--- config.mk ---
export PLATFORM = sky130hd
export DESIGN_NAME = rv32_shift_issue_stage_flat
export DESIGN_NICKNAME = d
export VERILOG_FILES = /design/src/rtl/rv32_shift_issue_stage_if.sv /design/src/rtl/rv32_shift_issue_stage.sv /design/src/flat_wrapper.sv
export SDC_FILE = /design/constraint.sdc
export NUM_CORES = 1
export LEC_CHECK = 0
export CORE_AREA = 2 2 131 133
export CTS_CLUSTER_SIZE = 12
export DETAILED_ROUTE_END_ITERATION = 10
export DIE_AREA = 0 0 133 135
export GPL_TIMING_DRIVEN = 1
export PLACE_DENSITY = 0.7
export SYNTH_ARGS = -nofsm -noshare
export SYNTH_HDL_FRONTEND = slang
export SYNTH_SLANG_ARGS = --single-unit
--- constraint.sdc ---
create_clock -name clk -period 4.4 [get_ports clk]
set_input_delay 0.44 -clock clk [delete_from_list [all_inputs] [get_ports clk]]
set_output_delay 0.44 -clock clk [all_outputs]
set_load 0.01 [all_outputs]
--- src/rtl/rv32_shift_issue_stage_if.sv ---
// Issue-side and writeback-side handshake bundle for rv32_shift_issue_stage.
// The stage is the slave: it consumes instructions and produces results.
interface rv32_shift_issue_stage_if #(
  parameter int TAG_W = 4
);
  logic             in_valid;
  logic             in_ready;
  logic [31:0]      in_instr;
  logic [31:0]      in_rs1;
  logic [31:0]      in_rs2;
  logic [TAG_W-1:0] in_tag;

  logic             out_valid;
  logic             out_ready;
  logic [31:0]      out_result;
  logic [4:0]       out_rd;
  logic [TAG_W-1:0] out_tag;
  logic             out_illegal;

  modport master (
    output in_valid, in_instr, in_rs1, in_rs2, in_tag, out_ready,
    input  in_ready, out_valid, out_result, out_rd, out_tag, out_illegal
  );

  modport slave (
    input  in_valid, in_instr, in_rs1, in_rs2, in_tag, out_ready,
    output in_ready, out_valid, out_result, out_rd, out_tag, out_illegal
  );
endinterface

--- src/rtl/rv32_shift_issue_stage.sv ---
// Two-stage issue/retire wrapper around an external RV32 barrel shifter (SLL/SRL/SRA + imm forms).
// Define SHIFT_ISSUE_ILLEGAL_EN to carry non-shift encodings to writeback flagged out_illegal.
module rv32_shift_issue_stage #(
  parameter int TAG_W = 4,
  parameter int CNT_W = 16
) (
  input  logic                 clk,
  input  logic                 rst,
  input  logic                 flush,
  rv32_shift_issue_stage_if.slave bus,
  output logic                 sh_enable,
  output logic                 sh_logical,
  output logic                 sh_direction,
  output logic                 sh_immediate,
  output logic [31:0]          sh_code_bus,
  output logic [31:0]          sh_rs1,
  output logic [31:0]          sh_rs2,
  input  logic [31:0]          sh_rd1,
  output logic [CNT_W-1:0]     shift_count
);

`ifdef SHIFT_ISSUE_ILLEGAL_EN
  localparam bit KEEP_ILLEGAL = 1'b1;
`else
  localparam bit KEEP_ILLEGAL = 1'b0;
`endif

  localparam int         STAGES = 2;
  localparam logic [6:0] OP_IMM = 7'b0010011;
  localparam logic [6:0] OP_REG = 7'b0110011;

  typedef struct packed {
    logic [31:0]      instr;
    logic [31:0]      rs1;
    logic [4:0]       amt;
    logic [TAG_W-1:0] tag;
    logic             is_shift;
    logic             dir;
    logic             log_r;
    logic             imm;
  } s1_t;

  typedef struct packed {
    logic [31:0]      result;
    logic [4:0]       rd;
    logic [TAG_W-1:0] tag;
    logic             illegal;
  } s2_t;

  logic [STAGES:1] vld_pipe;
  s1_t             s1, s1_d;
  s2_t             s2, s2_d;
  logic            s1_adv, s2_adv, accept, s2_load;

  logic [6:0] opc, f7;
  logic [2:0] f3;
  logic       dec_imm, dec_reg, dec_sll, dec_srl, dec_sra;

  // Only the low five bits of rs2 ever reach the shifter.
  logic unused_rs2;
  assign unused_rs2 = ^bus.in_rs2[31:5];

  always_comb begin
    opc     = bus.in_instr[6:0];
    f3      = bus.in_instr[14:12];
    f7      = bus.in_instr[31:25];
    dec_imm = (opc == OP_IMM);
    dec_reg = (opc == OP_REG);
    dec_sll = (dec_imm || dec_reg) && (f3 == 3'b001) && (f7 == 7'b0000000);
    dec_srl = (dec_imm || dec_reg) && (f3 == 3'b101) && (f7 == 7'b0000000);
    dec_sra = (dec_imm || dec_reg) && (f3 == 3'b101) && (f7 == 7'b0100000);

    s1_d          = '0;
    s1_d.instr    = bus.in_instr;
    s1_d.rs1      = bus.in_rs1;
    s1_d.amt      = bus.in_rs2[4:0];
    s1_d.tag      = bus.in_tag;
    s1_d.is_shift = dec_sll || dec_srl || dec_sra;
    s1_d.dir      = dec_srl || dec_sra;
    s1_d.log_r    = dec_srl;
    s1_d.imm      = dec_imm;
  end

  assign s2_adv      = !vld_pipe[2] || bus.out_ready;
  assign s1_adv      = vld_pipe[1] && s2_adv;
  assign bus.in_ready = !rst && !flush && (!vld_pipe[1] || s2_adv);
  assign accept      = bus.in_valid && bus.in_ready;

  // Non-shift entries only occupy S2 when they are to be reported as illegal.
  assign s2_load = s1.is_shift || KEEP_ILLEGAL;

  always_comb begin
    s2_d         = '0;
    s2_d.result  = s1.is_shift ? sh_rd1 : '0;
    s2_d.rd      = s1.instr[11:7];
    s2_d.tag     = s1.tag;
    s2_d.illegal = KEEP_ILLEGAL && !s1.is_shift;
  end

  always_ff @(posedge clk) begin
    if (rst) begin
      vld_pipe    <= '0;
      s1          <= '0;
      s2          <= '0;
      shift_count <= '0;
    end else begin
      if (flush) begin
        vld_pipe <= '0;
      end else begin
        if (accept)      vld_pipe[1] <= 1'b1;
        else if (s1_adv) vld_pipe[1] <= 1'b0;
        if (s1_adv)             vld_pipe[2] <= s2_load;
        else if (bus.out_ready) vld_pipe[2] <= 1'b0;
      end
      if (accept) s1 <= s1_d;
      if (s1_adv) s2 <= s2_d;
      if (bus.out_valid && bus.out_ready && !s2.illegal && (shift_count != '1))
        shift_count <= shift_count + CNT_W'(1);
    end
  end

  // Controls are gated so the shifter sees all-zero when there is no shift to do.
  assign sh_enable    = vld_pipe[1] && s1.is_shift;
  assign sh_logical   = sh_enable && s1.log_r;
  assign sh_direction = sh_enable && s1.dir;
  assign sh_immediate = sh_enable && s1.imm;
  assign sh_code_bus  = s1.instr;
  assign sh_rs1       = s1.rs1;
  assign sh_rs2       = {27'b0, s1.amt};

  assign bus.out_valid   = vld_pipe[2];
  assign bus.out_result  = s2.result;
  assign bus.out_rd      = s2.rd;
  assign bus.out_tag     = s2.tag;
  assign bus.out_illegal = s2.illegal;

endmodule

--- src/flat_wrapper.sv ---
// flat-port wrapper written by rule: the top's interface ports become plain ports
module rv32_shift_issue_stage_flat 
#(
  parameter int TAG_W = 4,
  parameter int CNT_W = 16
)
  (clk, rst, flush, sh_enable, sh_logical, sh_direction, sh_immediate, sh_code_bus, sh_rs1, sh_rs2, sh_rd1, shift_count, bus_in_valid, bus_in_instr, bus_in_rs1, bus_in_rs2, bus_in_tag, bus_out_ready, bus_in_ready, bus_out_valid, bus_out_result, bus_out_rd, bus_out_tag, bus_out_illegal);
  rv32_shift_issue_stage_if #(.TAG_W(TAG_W)) bus_i ();
  input  logic clk;
  input  logic rst;
  input  logic flush;
  output logic sh_enable;
  output logic sh_logical;
  output logic sh_direction;
  output logic sh_immediate;
  output logic [31:0] sh_code_bus;
  output logic [31:0] sh_rs1;
  output logic [31:0] sh_rs2;
  input  logic [31:0] sh_rd1;
  output logic [CNT_W-1:0] shift_count;
  input wire logic [$bits(bus_i.in_valid)-1:0] bus_in_valid;
  input wire logic [$bits(bus_i.in_instr)-1:0] bus_in_instr;
  input wire logic [$bits(bus_i.in_rs1)-1:0] bus_in_rs1;
  input wire logic [$bits(bus_i.in_rs2)-1:0] bus_in_rs2;
  input wire logic [$bits(bus_i.in_tag)-1:0] bus_in_tag;
  input wire logic [$bits(bus_i.out_ready)-1:0] bus_out_ready;
  output wire logic [$bits(bus_i.in_ready)-1:0] bus_in_ready;
  output wire logic [$bits(bus_i.out_valid)-1:0] bus_out_valid;
  output wire logic [$bits(bus_i.out_result)-1:0] bus_out_result;
  output wire logic [$bits(bus_i.out_rd)-1:0] bus_out_rd;
  output wire logic [$bits(bus_i.out_tag)-1:0] bus_out_tag;
  output wire logic [$bits(bus_i.out_illegal)-1:0] bus_out_illegal;
  assign bus_i.in_valid = bus_in_valid;
  assign bus_i.in_instr = bus_in_instr;
  assign bus_i.in_rs1 = bus_in_rs1;
  assign bus_i.in_rs2 = bus_in_rs2;
  assign bus_i.in_tag = bus_in_tag;
  assign bus_i.out_ready = bus_out_ready;
  assign bus_in_ready = bus_i.in_ready;
  assign bus_out_valid = bus_i.out_valid;
  assign bus_out_result = bus_i.out_result;
  assign bus_out_rd = bus_i.out_rd;
  assign bus_out_tag = bus_i.out_tag;
  assign bus_out_illegal = bus_i.out_illegal;
  rv32_shift_issue_stage #(.TAG_W(TAG_W), .CNT_W(CNT_W)) u_core (.clk(clk), .rst(rst), .flush(flush), .bus(bus_i), .sh_enable(sh_enable), .sh_logical(sh_logical), .sh_direction(sh_direction), .sh_immediate(sh_immediate), .sh_code_bus(sh_code_bus), .sh_rs1(sh_rs1), .sh_rs2(sh_rs2), .sh_rd1(sh_rd1), .shift_count(shift_count));
endmodule
==> After elaboration in Yosys (flattened, before gate mapping) <==
Index checks and enable logic that the tools add are counted.
{ "word_totals": {"regBits": 136, "latchBits": 0, "ram_bits": 0, "romBits": 0, "in_bits": 137, "output_inout_bits": 160, "word_cells": 55, "mem_count": 0} }
{ "classes": {"addsub": 1, "mul": 0, "n_div": 0, "order_cmp": 0, "n_eq_ne": 6, "shift": 0, "n_mux": 5, "n_bitwise": 0, "n_reduce_logical": 29} }
{ "ops": {"columns": ["cell", "n"], "rows": [
  ["two-way mux 32 bit", 1],
  ["adder 16 x 1 -> 16 bit, second input constant", 1],
  ["!= test 16 bit, second input constant", 1],
  ["logical AND 1 bit", 15],
  ["== test 7 x 6 -> 1 bit, second input constant", 2],
  ["== test 7 x 5 -> 1 bit, second input constant", 1],
  ["logical NOT 7 bit", 1],
  ["logical OR 1 bit", 6],
  ["logical NOT 1 bit", 4],
  ["two-way mux 1 bit", 4],
  ["nonzero test 2 bit", 2],
  ["== test 3 x 1 -> 1 bit, second input constant", 1],
  ["== test 3 bit, second input constant", 1],
  ["OR reduction 2 bit", 1]
]} }

==> Longest topological paths before layout <==
{ "depth": {"depth_word": 6, "mapped_depth": 7} }

==> Least setup slack after synthesis <==
No wires, ideal clock.
{ "synth_timing": {"kind": "register to register", "startpoint": "register u_core.shift_count[0]", "endpoint": "register u_core.shift_count[10]", "setup_ns": 0.070, "t_arrival_ns": 1.709, "required_time_ns": 4.330, "setup_slack_ns": 2.620, "path_stages_with_launch": 6, "synth_period_minus_slack_ns": 1.780, "cell_sequence": "dfxtp_1 > ha_1 > nand3_1 > or3_4 > or4_1 > a21oi_1"} }
{ "synth_between": {"elab_chain_cells": 2, "word_cells_on_any_way": 3} }
{ "synth_rtl": {"columns": ["element", "line_no", "source"], "rows": [
  ["from (decl)", "rv32_shift_issue_stage.sv:19", "output logic [CNT_W-1:0] shift_count"],
  ["from (signal assigned)", "rv32_shift_issue_stage.sv:118", "shift_count <= shift_count + CNT_W'(1);"],
  ["parallel branches: the longest is 2 deep, another holds adder 16 x 1 -> 16 bit", null, null]
]} }
Several ways; the timed one is not identified.
A chain may end at the register's enable or synchronous reset.

==> Final worst setup path <==
{ "layout_timing": {"startpoint": "input bus_out_ready", "endpoint": "register u_core.s1[1] (netlist name)"} }
{ "layout_between": {"elab_chain_cells": 4} }
{ "layout_rtl": {"columns": ["element", "line_no", "source"], "rows": [
  ["from (decl)", "flat_wrapper.sv:26", "input wire logic [$bits(bus_i.out_ready)-1:0] bus_out_ready;"],
  ["logical OR 1 bit", "rv32_shift_issue_stage.sv:84", "assign s2_adv = !vld_pipe[2] || bus.out_ready;"],
  ["logical OR 1 bit", "rv32_shift_issue_stage.sv:86", "assign bus.in_ready = !rst && !flush && (!vld_pipe[1] || s2_adv);"],
  ["logical AND 1 bit", "rv32_shift_issue_stage.sv:86", null],
  ["logical AND 1 bit", "rv32_shift_issue_stage.sv:87", "assign accept = bus.in_valid && bus.in_ready;"],
  ["to (signal assigned)", "rv32_shift_issue_stage.sv:103", "s1 <= '0;"],
  ["to (signal assigned)", "rv32_shift_issue_stage.sv:115", "if (accept) s1 <= s1_d;"],
  ["to (decl)", "rv32_shift_issue_stage.sv:51", "s1_t s1, s1_d;"]
]} }
No other way between the ends.

==> results.md <==
Global route:
- The pin count of the biggest net entering global routing is 72.
- The first global-routing pass estimated between 20 and 25 mm of wire.
- In the global route stage, overall resource usage came out at 16.90%.
- The initial antenna violation count is 0.
- Summed over all layers, the global routing overflow is 0.
- The number of global-route vias before repair is approximately 4700.

Final layout:
- The finished cells cover around 8300 um^2.
- The fraction of layout instances using a drive strength above 1 is under 10%.
- The net count reported at finish is 990.
- Compared with the post-synthesis result, the final layout area differs by 45.77%.
- The number of inserted diodes is 0.

Floorplanning:
- The die is 135 um tall.
- The initial utilization of the core area, before any placement, comes to 34.81%.
- After floorplanning, the core was sized to cover 16410 um^2.
- The die area is around 18000 um^2.
- The top-level I/O count is 297.
- The die is approximately 130 um wide.
- The initialized floorplan defines between 40 and 50 standard-cell rows.

Synthesis:
- The share of synthesized area in the top cell type comes to between 40% and 50%.
- After Yosys synthesis, and, or, nand and nor cells account for roughly a fifth of the synthesized area.
- The distinct cell type count after synthesis is 43.
- The area fraction in compound gates after synthesis is between 10 and 15%.
- Yosys mapped a number of flops with a built-in enable equal to 0.
- The synthesized netlist devotes 0.2191% of its cell area to adder and majority cells.
- sky130_fd_sc_hd__dfxtp_1 takes more of the synthesized area than any other cell.
- During synthesis, Yosys emitted a total of 0 warnings.
- A synthesized cell averages between 8 and 9 um^2.
- In the synthesized netlist the dominant register cell turns out to be sky130_fd_sc_hd__dfxtp_1.
- By area the synthesized netlist is led by sky130_fd_sc_hd__dfxtp_1 48%, sky130_fd_sc_hd__buf_4 13%, sky130_fd_sc_hd__nand2_1 11%, sky130_fd_sc_hd__a21oi_1 7.9%, sky130_fd_sc_hd__a22oi_1 4.2%.
- After synthesis, the largest family of logic cells by area is simple AND/OR/NAND/NOR gates.
- The post-synthesis cell area is about 5700 um^2.
- The post-synthesis xor/xnor area fraction is less than 1%.
- The multiplexer share of the synthesized area is less than 1%.
- The async set or reset register ratio after synthesis is 0%.
- The part of the Yosys area used for sequential elements is 47.68%.
- Sorting the synthesized cells by how often they occur yields 174 x sky130_fd_sc_hd__nand2_1, 136 x sky130_fd_sc_hd__dfxtp_1, 97 x sky130_fd_sc_hd__buf_4.
- By instance count, the leading cell after synthesis is sky130_fd_sc_hd__nand2_1.
- The total of flip-flops plus latches after synthesis is ~140.
- Counting every instance in the synthesized netlist gives 697.

Setup path:
- The critical path startpoint category is an input pin.
- The sort of element at the end of the critical path is a register.
- The count of cells along the worst register-to-register path is 4.
- Traced cell by cell, the critical path runs through clkdlybuf4s50_1 > nand3b_1 > nand3_2 > or4_1 > o31ai_1.
- Data arrives at the worst endpoint at a little under 3 ns.
- The endpoint of the most critical register-to-register path is u_core.s1[1].
- The type of the worst setup path is in -> reg.
- The worst register-to-register path has a setup slack of between 2 and 2.5 ns.
- Among all stages on the critical path, the largest delay is contributed by sky130_fd_sc_hd__or4_1.
- The data required time of the critical path is ~4.7 ns.
- For this run, the slowest stage of the critical path takes 0.79 ns.
- The reg-to-reg startpoint is u_core.vld_pipe[1].
- Of all nets on the critical path, the largest fanout is 34.

Clocking:
- The deepest level of the CTS H-tree is 4.
- The buffer count from post-CTS setup fixing is 0.
- The sink count of the clock tree is around 140.
- The post-cts hold buffer count is 0.
- The clock tree root driver cell is sky130_fd_sc_hd__clkbuf_16.
- After clock tree synthesis, the repair step resized 0 gates.
- The clock reaches the later pin of the worst-skew pair after ~0.4 ns.
- Clock-pin slew was measured on the worst setup and hold paths at ~0.06 ns.
- The clock passes through at most 2 buffers.
- TritonCTS built the clock tree.
- Buffers inserted during clock tree synthesis total 17.

Route:
- In the routed layout, each cell is associated on average with a via count of roughly 4.6.
- The count of nets left with antenna violations once routing finished came out at 0.
- The average wire per cell in the routed design is approximately 14 um.
- For this run, design rule violations remaining after detail routing come to 0.
- Across all layers, the routed design uses roughly 5000 vias.
- The final layout contains routed wiring with a total length of roughly 16 mm.
- The number of DRC markers after the initial detailed-route iteration is roughly 260.
- Before antenna repair, the detailed router went through 4 iterations.

Power and ir drop:
- The power density relative to cell area is around 370 nW/um^2.
- Overall power consumption after layout is estimated at 3.065 mW.
- For this design the static power due to leakage is a little under 3 nW.
- The worst-case IR drop observed on VDD is about 0.00024 V.

Place:
- The count of port buffers added during placement is 241.
- The routability-driven placement congestion ratio is 0.7691.
- Timing analysis after detailed placement gives a worst setup slack of between 1 and 1.5 ns.
- The HPWL after detailed placement is ~11 mm.
- The total cell area at the placement stage is approximately 7700 um^2.

Worst hold path:
- The beginning of the worst hold path is u_core.s1[6].
- Along the worst hold path, the cell count comes to 2.
- For hold timing, the worst endpoint is u_core.bus.out_tag[2].
- The worst hold path class is reg -> reg.

Timing:
- Setup violations remaining at the end of the flow were counted as 0.
- Dividing the final minimum period by the clock period gives roughly 59%.
- In the final timing run, aggregate negative setup slack is 0 ns.
- The max-slew violation count is 0.
- The transition time at the pin with the least slew margin is around 0.98 ns.
- The count of final hold-check violations is 0.
- The post-layout minimum cycle time is approximately 2.6 ns.
- The remaining max-slew budget at the tightest pin is 34.90%.
- Setup repair after global routing left no endpoint under its margin.
- The setup slack of the critical path after layout is 1.808 ns.
- The highest achievable clock rate is slightly below 0.4 GHz.
- The final worst clock skew is between 0.008 and 0.009 ns.

Run:
- The max-cap violation count is 0.

Status:
- The flow ran to the end, and the final reports show no timing, DRC or antenna violations.
## registers in the layout, summed over array words and instances, names as in the netlist
name	cells
u_core.sh_code_bus	32
u_core.bus.out_rd	5
u_core.bus.out_result	32
u_core.shift_count	16
u_core.sh_rs1	32
u_core.s2_load	1
u_core.sh_rs2	5
u_core.vld_pipe	2
u_core.s1	7
u_core.bus.out_tag	4
## worst max path at each step
stage / startpoint / endpoint / cells after the start
after floorplan: u_core.shift_count[0] / u_core.shift_count[10] / 5
after global placement: bus_out_ready / u_core.s1[1] / 5
after detailed placement: bus_out_ready / u_core.s1[1] / 5
after CTS: bus_out_ready / bus_in_ready / 5
final: bus_out_ready / u_core.s1[1] / 5
after global routing: bus_out_ready / u_core.s1[1] / 5
## final cells by class
type	count	area, um^2
Inverter	5	18.77
Fill cell	1536	8083
Tap cell	220	275.3
Clock buffer	21	480.5
Timing Repair Buffer	246	2460
Multi-Input combinational cell	446	2198
Clock inverter	11	168.9
Sequential cell	136	2723
## worst max-delay path: cells and delay by family
kind / cells / cell delay (ns)
AO/OA/AOI/OAI: 1 / 0.24
buffers and inverters: 1 / 0.61
AND/OR/NAND/NOR: 3 / 1.60
## cells by family (layout without fill, tap and decap cells)
logic type	count (synthesis)	count (layout)
AOI/OAI and AO/OA	141	141
muxes	5	5
xor gates and xnor gates	1	1
buffers and inverters	142	283
DFF	136	136
and+or+nand+nor	270	270
adders and majority gates	1	1
other	1	28
## power by group
part / total, mW / internal [mW] / leakage [nW] / switching [mW]
clock network: 1.55 / 1.01 / 0.319 / 0.542
logic: 0.248 / 0.139 / 1.51 / 0.109
registers: 1.27 / 1.25 / 1.10 / 0.0118
total: 3.07 / 2.40 / 2.93 / 0.663
## layout by cell type (no fill, tap or decap), types with 3 or more instances in the layout
cell	netlist	final
sky130_fd_sc_hd__clkinv_2	0	3
sky130_fd_sc_hd__a21oi_1	90	90
sky130_fd_sc_hd__o21ai_0	3	3
sky130_fd_sc_hd__clkbuf_16	0	17
sky130_fd_sc_hd__dfxtp_1	136	136
sky130_fd_sc_hd__nand2_1	174	174
sky130_fd_sc_hd__nor3_1	4	4
sky130_fd_sc_hd__nand2b_1	3	3
sky130_fd_sc_hd__nor2_1	46	46
sky130_fd_sc_hd__conb_1	1	28
sky130_fd_sc_hd__clkdlybuf4s50_1	0	240
sky130_fd_sc_hd__nand3_1	7	6
sky130_fd_sc_hd__nand3b_1	3	3
sky130_fd_sc_hd__inv_1	5	5
sky130_fd_sc_hd__and3_1	5	4
sky130_fd_sc_hd__nor4_1	4	4
sky130_fd_sc_hd__nor2b_1	4	4
sky130_fd_sc_hd__a22oi_1	32	32
sky130_fd_sc_hd__clkbuf_8	0	4
sky130_fd_sc_hd__clkinv_4	0	3
sky130_fd_sc_hd__or4_1	5	5
sky130_fd_sc_hd__nand4_1	4	4
sky130_fd_sc_hd__buf_4	97	5
sky130_fd_sc_hd__mux2_2	3	3
sky130_fd_sc_hd__o31ai_1	5	5
sky130_fd_sc_hd__bufinv_16	0	4
## layer usage
layer	part of all wire [%]	track usage [%]	up-vias
li1	-	-	2511
met1	44	20.97	2301
met2	47	27.55	186
met3	7.1	6.044	16
met4	1.2	5.317	0
met5	0	0	-
## metrics by stage
| stage | util, % | hold slack, ns | std cells |
|---|---|---|---|
| finish | 50.74 | 0.4505 | 1085 |
| global route | 50.74 | 0.4688 | 1085 |
| CTS | 50.74 | 0.4535 | 1085 |
| detailed placement | 46.78 | 0.4458 | 1053 |
| global placement | 46.78 | 0.4351 | 1053 |
| floorplan | - | 0.4254 | 724 |
(Power assumes the default switching activity.)
